`src/rtl/cache_fill_lru.sv`:
```
// Fill side of the LRU line store: victim pick by age, beat fetch over req/ack, one-cycle line write.
// Optional macro CACHE_FILL_CRIT_WORD_EN adds miss_blk and fetches beats starting at that block.
module cache_fill_lru #(
   parameter  int DEPTH            = 7,
   parameter  int TAG_BITS         = 30,
   parameter  int NUM_BLOCKS       = 4,
   parameter  int BLOCK_SIZE_BYTES = 8,
   localparam int IDX_W            = $clog2(DEPTH),
   localparam int BLK_W            = $clog2(NUM_BLOCKS),
   localparam int BLK_BITS         = 8 * BLOCK_SIZE_BYTES,
   localparam int DATA_BITS        = TAG_BITS + NUM_BLOCKS * BLK_BITS,
   localparam int ADDR_BITS        = TAG_BITS + BLK_W
) (
   input  logic                 clk,
   input  logic                 rst,
   input  logic                 miss_valid,
   output logic                 miss_ready,
   input  logic [TAG_BITS-1:0]  miss_tag,
`ifdef CACHE_FILL_CRIT_WORD_EN
   input  logic [BLK_W-1:0]     miss_blk,
`endif
   input  logic                 hit_valid,
   input  logic [IDX_W-1:0]     hit_idx,
   output logic                 mem_req,
   output logic [ADDR_BITS-1:0] mem_addr,
   input  logic                 mem_ack,
   input  logic [BLK_BITS-1:0]  mem_rdata,
   output logic                 wr_en,
   output logic [IDX_W-1:0]     wr_idx,
   output logic [DATA_BITS-1:0] wr_line,
   output logic [DEPTH-1:0]     line_valid,
   output logic                 fill_done,
   output logic                 busy
);

   typedef enum logic [1:0] {S_IDLE, S_VICTIM, S_FETCH, S_WRITE} state_e;

   state_e                          state_q;
   logic                            miss_ready_q, busy_q, mem_req_q, wr_en_q, fill_done_q;
   logic [ADDR_BITS-1:0]            mem_addr_q;
   logic [IDX_W-1:0]                wr_idx_q, victim_q, victim_d;
   logic [DATA_BITS-1:0]            wr_line_q;
   logic [TAG_BITS-1:0]             tag_q;
   logic [BLK_W-1:0]                blk_q, blk_nxt, blk_start;
   logic [BLK_W-1:0]                beat_cnt_q;
   logic [NUM_BLOCKS*BLK_BITS-1:0]  line_buf_q, line_buf_d;
   logic [DEPTH-1:0]                valid_q, valid_d;
   logic [IDX_W-1:0]                age_q [DEPTH];
   logic [IDX_W-1:0]                age_d [DEPTH];
   logic                            hit_ok, acc_en, found;
   logic [IDX_W-1:0]                acc_idx;

`ifdef CACHE_FILL_CRIT_WORD_EN
   assign blk_start = miss_blk;
`else
   assign blk_start = '0;
`endif

   assign blk_nxt = (blk_q == BLK_W'(NUM_BLOCKS - 1)) ? '0 : blk_q + BLK_W'(1);
   assign hit_ok  = hit_valid && (32'(hit_idx) < 32'(DEPTH));

   // Lowest-index invalid line first; otherwise the oldest, whose age is always DEPTH-1.
   always_comb begin
      victim_d = '0;
      found    = 1'b0;
      for (int i = 0; i < DEPTH; i++) begin
         if (!valid_q[i] && !found) begin
            victim_d = IDX_W'(i);
            found    = 1'b1;
         end
      end
      if (!found) begin
         for (int i = 0; i < DEPTH; i++) begin
            if (age_q[i] == IDX_W'(DEPTH - 1)) victim_d = IDX_W'(i);
         end
      end
   end

   always_comb begin
      line_buf_d = line_buf_q;
      line_buf_d[int'(blk_q)*BLK_BITS +: BLK_BITS] = mem_rdata;
   end

   // A fill in WRITE is the only access that cycle; hits arriving then are dropped.
   always_comb begin
      age_d   = age_q;
      valid_d = valid_q;
      acc_en  = 1'b0;
      acc_idx = '0;
      if (state_q == S_WRITE) begin
         acc_en           = 1'b1;
         acc_idx          = victim_q;
         valid_d[victim_q] = 1'b1;
      end else if (hit_ok) begin
         acc_en  = 1'b1;
         acc_idx = hit_idx;
      end
      if (acc_en) begin
         for (int i = 0; i < DEPTH; i++) begin
            if (age_q[i] < age_q[acc_idx]) age_d[i] = age_q[i] + IDX_W'(1);
         end
         age_d[acc_idx] = '0;
      end
   end

   // NOTE: the age table is reset too; reset must restore distinct ages and invalidate every line.
   always_ff @(posedge clk) begin
      if (rst) begin
         state_q      <= S_IDLE;
         miss_ready_q <= 1'b1;
         busy_q       <= 1'b0;
         mem_req_q    <= 1'b0;
         mem_addr_q   <= '0;
         wr_en_q      <= 1'b0;
         fill_done_q  <= 1'b0;
         wr_idx_q     <= '0;
         wr_line_q    <= '0;
         tag_q        <= '0;
         blk_q        <= '0;
         beat_cnt_q   <= '0;
         victim_q     <= '0;
         line_buf_q   <= '0;
         valid_q      <= '0;
         for (int i = 0; i < DEPTH; i++) age_q[i] <= IDX_W'(i);
      end else begin
         valid_q <= valid_d;
         age_q   <= age_d;
         case (state_q)
            S_IDLE: begin
               if (miss_valid) begin
                  tag_q        <= miss_tag;
                  blk_q        <= blk_start;
                  miss_ready_q <= 1'b0;
                  busy_q       <= 1'b1;
                  state_q      <= S_VICTIM;
               end
            end
            S_VICTIM: begin
               victim_q   <= victim_d;
               beat_cnt_q <= '0;
               mem_req_q  <= 1'b1;
               mem_addr_q <= {tag_q, blk_q};
               state_q    <= S_FETCH;
            end
            S_FETCH: begin
               if (mem_ack) begin
                  line_buf_q <= line_buf_d;
                  if (beat_cnt_q == BLK_W'(NUM_BLOCKS - 1)) begin
                     mem_req_q   <= 1'b0;
                     wr_en_q     <= 1'b1;
                     fill_done_q <= 1'b1;
                     wr_idx_q    <= victim_q;
                     wr_line_q   <= {tag_q, line_buf_d};
                     state_q     <= S_WRITE;
                  end else begin
                     beat_cnt_q <= beat_cnt_q + BLK_W'(1);
                     blk_q      <= blk_nxt;
                     mem_addr_q <= {tag_q, blk_nxt};
                  end
               end
            end
            S_WRITE: begin
               wr_en_q      <= 1'b0;
               fill_done_q  <= 1'b0;
               miss_ready_q <= 1'b1;
               busy_q       <= 1'b0;
               state_q      <= S_IDLE;
            end
            default: state_q <= S_IDLE;
         endcase
      end
   end

   assign miss_ready = miss_ready_q;
   assign busy       = busy_q;
   assign mem_req    = mem_req_q;
   assign mem_addr   = mem_addr_q;
   assign wr_en      = wr_en_q;
   assign fill_done  = fill_done_q;
   assign wr_idx     = wr_idx_q;
   assign wr_line    = wr_line_q;
   assign line_valid = valid_q;

endmodule

```
`config.mk`:
```
export PLATFORM = sky130hd
export DESIGN_NAME = cache_fill_lru
export DESIGN_NICKNAME = d
export VERILOG_FILES = /design/src/rtl/cache_fill_lru.sv
export SDC_FILE = /design/constraint.sdc
export NUM_CORES = 1
export LEC_CHECK = 0
export ABC_AREA = 1
export BUFFER_PORTS_ARGS = -buffer_cell sky130_fd_sc_hd__buf_2
export CORE_ASPECT_RATIO = 0.5
export CORE_MARGIN = 5
export CORE_UTILIZATION = 45
export DETAILED_ROUTE_END_ITERATION = 8
export PLACE_DENSITY = 0.66
export RECOVER_POWER = 100
export SLEW_MARGIN = 20
export SYNTH_ARGS = -nofsm -noshare
export SYNTH_HDL_FRONTEND = slang
export SYNTH_SLANG_ARGS = --single-unit
```
`constraint.sdc`:
```
create_clock -name clk -period 9.2 [get_ports clk]
set_clock_uncertainty 0.15 [all_clocks]
set_input_delay 2.3 -clock clk [delete_from_list [all_inputs] [get_ports clk]]
set_output_delay 2.3 -clock clk [all_outputs]
set_load 0.01 [all_outputs]
```
# ---- Word-level counts from Yosys, hierarchy flattened
# Index checks and enable logic that the tools add are counted.
dict set report totals {
  reg_bits 648
  latchBits 0
  ramBits 0
  romBits 0
  inputBits 102
  output_inout_bits 333
  wordCells 171
  memories 0
}
dict set report op_classes {
  addsub 10
  n_mul 0
  n_div 0
  order_cmp 12
  n_eq_ne 16
  shift 2
  mux 72
  bitwise_logic 4
  reduce_logical 34
}
# operator n
set op_table {}
lappend op_table {{$bwmux W256} 1}
lappend op_table {{$shift A64 B33 Y256 const A} 1}
lappend op_table {{$shiftx A64 B33 Y256} 1}
lappend op_table {{$mux W3} 32}
lappend op_table {{$mux W32} 2}
lappend op_table {{$pmux W32 S2} 1}
lappend op_table {{$neg A8 Y33} 1}
lappend op_table {{$add A3 B1 Y3 const B} 7}
lappend op_table {{$and A21 B21 Y21} 1}
lappend op_table {{$eq A3 B3 Y1 const B} 7}
lappend op_table {{$lt A3 B3 Y1} 7}
lappend op_table {{$not A21 Y21} 1}
lappend op_table {{$mux W2} 9}
lappend op_table {{$mux W1} 17}
lappend op_table {{$reduce_and A3 Y1} 5}
lappend op_table {{$logic_not A1 Y1} 11}
lappend op_table {{$bmux W3 S3} 1}
lappend op_table {{$demux W3 S3} 1}
lappend op_table {{$logic_and A1 B1 Y1} 9}
lappend op_table {{$eq A2 B2 Y1 const B} 4}
lappend op_table {{$ne A2 B2 Y1 const B} 4}
lappend op_table {{$pmux W1 S2} 4}
lappend op_table {{$pmux W2 S2} 2}
lappend op_table {{$pmux W2 S4} 1}
lappend op_table {{14 further kinds} 20}

# ---- Logic depth before layout (Yosys ltp)
dict set report depth {
  depth_word 26
  depth_mapped 19
  ltp_nobuf 19
}

# ---- Worst setup path before layout
# No wires, ideal clock.
dict set report synth_path {
  path_kind {input port to flip-flop}
  startpoint {input port hit_idx[2]}
  endpoint {register age_q[3] (netlist bit)}
  setup_ns 0.124
  arrival_ns 4.317
  required_ns 8.926
  path_slack_ns 4.609
  stages 16
  n_path_buf 0
  cell_sequence {nand3_1 -> nand2_1 -> nand2_2 -> inv_2 -> nor2_4 -> inv_1 -> nor2_1 -> nand2_1 -> inv_1 -> a211oi_1 -> nand4_1 -> ha_1 -> a21oi_1 -> nand4_1 -> nand3_1 -> nand2_1}
}
dict set report synth_via {
  elab_chain_len 12
  elab_cells_between_ends 20
  classes_between {order compare (4); mux (11); bitwise (3); reduce/logical (2)}
}
# element line
set synth_lines {}
lappend synth_lines {{from (decl)} 23} ;# input logic [IDX_W-1:0] hit_idx,
lappend synth_lines {{$lt A3 B3 Y1} 60} ;# assign hit_ok = hit_valid && (32'(hit_idx) < 32'(DEPTH));
lappend synth_lines {{$logic_and A1 B1 Y1} 60}
lappend synth_lines {{$mux W3} 94} ;# end else if (hit_ok) begin
lappend synth_lines {{$mux W3} 90} ;# if (state_q == S_WRITE) begin
lappend synth_lines {{$not A3 Y4 (not written as such)} {100, 102}}
lappend synth_lines {{$bmux W3 S3} 100} ;# if (age_q[i] < age_q[acc_idx]) age_d[i] = age_q[i] + IDX_W'(1);
lappend synth_lines {{$mux W3 (not written as such) (2 in a row)} 100}
lappend synth_lines {{$lt A3 B3 Y1} 100}
lappend synth_lines {{$mux W3} 100}
lappend synth_lines {{$mux W3} 98} ;# if (acc_en) begin
lappend synth_lines {{$and A21 B21 Y21 (no line)} --}
lappend synth_lines {{to (signal assigned)} 127} ;# age_q <= age_d;
lappend synth_lines {{to (decl)} 48} ;# logic [IDX_W-1:0] age_q [DEPTH];
# Several ways; a longest one is shown, not always the timed one. The select of a mux whose other input is x is not followed.
# A chain may end at the register's enable or synchronous reset.

# ---- Worst setup path after layout
dict set report layout_path {
  startpoint {register blk_q[0]}
  endpoint {register wr_line_q[42] (netlist: wr_line[42])}
}
dict set report layout_via {
  elab_chain_len 3
  elab_cells_between_ends 4
  classes_between {add/sub (1); shift (2); mux (1)}
}
# element line
set layout_lines {}
lappend layout_lines {{from (decl)} 44} ;# logic [BLK_W-1:0] blk_q, blk_nxt, blk_start;
lappend layout_lines {{from (signal assigned)} 132} ;# blk_q <= blk_start;
lappend layout_lines {{from (signal assigned)} 157} ;# blk_q <= blk_nxt;
lappend layout_lines {{$neg A8 Y33 *} 81} ;# line_buf_d[int'(blk_q)*BLK_BITS +: BLK_BITS] = mem_rdata;
lappend layout_lines {{$shiftx A64 B33 Y256 / $shift A64 B33 Y256 (equally long branches)} 81}
lappend layout_lines {{$bwmux W256 *} 81}
lappend layout_lines {{to (signal assigned)} 153} ;# wr_line_q <= {tag_q, line_buf_d};
lappend layout_lines {{to (decl)} 42} ;# logic [DATA_BITS-1:0] wr_line_q;
# Mark *: on every way between the ends. The rest lies on a longest branch, timed or not.

==> flow_metrics.py <==
metrics = {
    "yosys": {
        "synth_warnings": 0,
        "syn_area_sq_um": 28000,
        "ys_seq_area_share_pct": 46.3,
        "synth_fp_nets": 3939,
        "synth_top_cell_by_area": "dfxtp_1",
        "yosys.area.top_type_share_pct": 46.3,
        "synth.area.top_cells": "dfxtp_1 (46%), inv_1 (10%), a21oi_1 (7.2%), o21ai_0 (7.1%), nand2_1 (6.7%)",
        "async_flop_share_pct": 0,
        "synth-edff-count": 0,
        "synthCells": 3798,
        "syn-mean-instance-area_sq_um": 7.38,
        "ys_ff_latch": 648,
        "synth_ff_type": "dfxtp_1",
        "synth_cell_types": 34,
    },
    "floorplanning": {
        "initial_utilization_pct": 45.6,
        "rows": 64,
        "coreArea_sq_um": 61400,
        "die_h_microns": 186,
        "dieWidth_microns": 363,
        "die-area_sq_um": 67700,
        "ios": 435,
    },
    "routing": {
        "routedWlPerCell_microns": 17.8,
        "drc": 0,
        "wirelength_mm": 87.4,
        "drtAntennaViolNets": 0,
        "detail_route.first_pass.iterations": 6,
        "vias_per_cell": 5.28,
        "drt_iter0_markers": 1977,
        "routed-via-count": 25900,
    },
    "setup_path": {
        "path_class": "flip-flop to flip-flop",
        "startpoint_type": "flip-flop",
        "critPathCaptureType": "flip-flop",
        "path_max_fanout": 71,
        "worstPathArrival_ns": 6.91,
        "r2r_slack_ns": 2.59,
        "crit_required_ns": 9.50,
    },
    "timing": {
        "max_freq_mhz": 151,
        "timing.final.crit_share_pct": 71.8,
        "period_minus_slack_ns": 6.61,
        "tns_ns": 0,
        "slew_viol_final": 297,
        "max_slew_margin_pct": -110,
        "hold_viol_final": 0,
        "fin_ws_ns": 2.59,
        "rsz0062_at_grt": "false",
        "setup_violations": 0,
        "worst_pin_slew_ns": 3.15,
    },
    "clock_tree": {
        "path_clk_slew_ns": 0.07,
        "clockBufferDepth": 3,
        "insertion_delay_ns": 0.61,
        "cts_tree": "built",
        "cts_buffers": 58,
        "ctsResizeCount": 0,
        "cts_root_buf": "clkbuf_16",
        "clock-sinks": 648,
        "postCtsHoldBufs": 0,
        "post-cts-setup-buffer-count": 0,
        "cts_htree_levels": 2,
    },
    "worst_hold_path": {
        "hold_class": "flip-flop to flip-flop",
    },
    "power_and_ir_drop": {
        "seqPwrFrac_pct": 40.4,
        "leakagePower_nw": 14.3,
        "switching_share_pct": 35.9,
        "pwr-share-clk_pct": 32.1,
        "intPower_mw": 5.17,
        "ir_worst_vdd_mv": 0.298,
        "power.density_nw_per_um2": 252,
        "power.share.combinational_pct": 27.5,
        "p_sw_mw": 2.90,
    },
    "run_status": {
        "status": "finished with violations",
        "failed_checks": "max-capacitance violations, max-slew violations",
    },
    "global_route": {
        "grt_pass1_vias": 24300,
        "grt-ovfl-total": 0,
        "grt_antenna_before_repair": 0,
        "grt_use_total_pct": 24.5,
        "grt_pass1_wl_mm": 136,
        "grt_max_degree": 233,
    },
    "placed_design": {
        "gp_congestion": 0.860,
        "port_buffers": 434,
        "dp_slack_ns": 3.47,
        "dp_hpwl_mm": 53.7,
    },
    "cells_and_area": {
        "num-fill-cells": 6148,
        "drive_above_1_share_pct": 6.17,
        "fin_nets": 4177,
        "utilization_pct": 52.2,
        "areaGrowthSynthToFinish_pct": 14.3,
        "num_antenna_cells": 0,
    },
    "flow_run": {
        "drv_cap": 4,
    },
}
-- per-stage QoR --
stage / hold slack (ns) / cell area [sq um] / cells / total power, mW
finish: 0.310 / 32000 / 4908 / 8.07
global route: 0.325 / 32000 / 4908 / 8.52
CTS: 0.310 / 32500 / 4908 / 8.11
detailed placement: 0.300 / 30400 / 4801 / 5.52
global placement: 0.297 / 30400 / 4801 / 5.47
floorplan: 0.279 / 28000 / 3798 / 4.87
-- registers in the layout (all words and copies together) (netlist names), 2 cells and up --
| register | cells |
|---|---|
| age_q | 21 |
| beat_cnt_q | 2 |
| blk_q | 2 |
| line_buf_q | 256 |
| line_valid | 7 |
| mem_addr | 32 |
| state_q | 2 |
| tag_q | 30 |
| victim_q | 3 |
| wr_idx | 3 |
| wr_line | 286 |
-- cells by family after synthesis --
kind of cell / synth area share (%)
AOI/OAI and AO/OA: 26.8
buffers and inverters: 13.9
and+or+nand+nor: 11.3
DFF: 46.3
adders and majority gates: 1.74
-- critical path, stage by stage (launching register included) --
cell	delay (ns)
dfxtp_1	2.45
inv_1	0.82
ha_1	0.49
buf_4	0.35
nand4_1	0.21
clkbuf_2	1.31
o22ai_1	0.27
nand2_1	0.20
a21oi_1	0.10
-- synth_stat cells (15+ instances only) --
cell / n
a21oi_1: 401
inv_1: 745
nand4_1: 15
o21ai_1: 52
clkbuf_1: 243
o21bai_1: 184
o22ai_1: 194
nand2_1: 500
nor2_1: 145
o21ai_0: 395
dfxtp_1: 648
buf_1: 25
nand3_1: 100
ha_1: 39
o32ai_1: 64
-- power by group through the flow --
stage	clock, mW	sequential, mW	combinational [mW]
floorplan	0	3.25	1.62
global placement	0	3.31	2.16
detailed placement	0	3.32	2.20
CTS	2.64	3.26	2.21
global route	2.76	3.29	2.47
finish	2.59	3.26	2.22
-- layer usage --
metal / up-vias / GRT usage, % / wire length [microns]
met4: 0 / 11.5 / 4640
met1: 12200 / 29.9 / 35900
met5: - / 0 / 0
met3: 217 / 2.83 / 3690
li1: 12800 / - / -
met2: 699 / 43.4 / 43200
-- cells in the final DEF (no fill, tap or decap), drive strengths merged, types with 2 or more instances in the layout --
cell / n
inv: 752
dfxtp: 648
nand2: 508
o21ai: 447
clkbuf: 420
a21oi: 401
o22ai: 194
o21bai: 186
nor2: 146
buf: 119
nand3: 101
o32ai: 64
ha: 39
nand4: 16
clkinv: 13
nor3: 6
bufinv: 6
clkinvlp: 5
a211oi: 3
a31oi: 3
nor3b: 2
-- worst paths after layout --
path,startpoint,to,cells after the start
setup / recovery,blk_q[0]$_SDFFE_PP0P_,wr_line[42]$_SDFFE_PP0P_,8
hold / removal,mem_addr[19]$_SDFFE_PP0P_,mem_addr[19]$_SDFFE_PP0P_,2
setup reg to reg,blk_q[0]$_SDFFE_PP0P_,wr_line[42]$_SDFFE_PP0P_,8
hold reg to reg,mem_addr[19]$_SDFFE_PP0P_,mem_addr[19]$_SDFFE_PP0P_,2
-- area by class of cell --
cell class                 instances  area (sq um)  area share, %
clock buffer                      83          1730           5.39
clock inverter                    24           299          0.934
inverter                         752          2830           8.84
multi-input combinational       2120         11200           35.0
sequential                       648         13000           40.5
tap                              825          1030           3.22
timing repair buffer             456          1950           6.08
No activity file was read; power rests on OpenSTA's default activity.
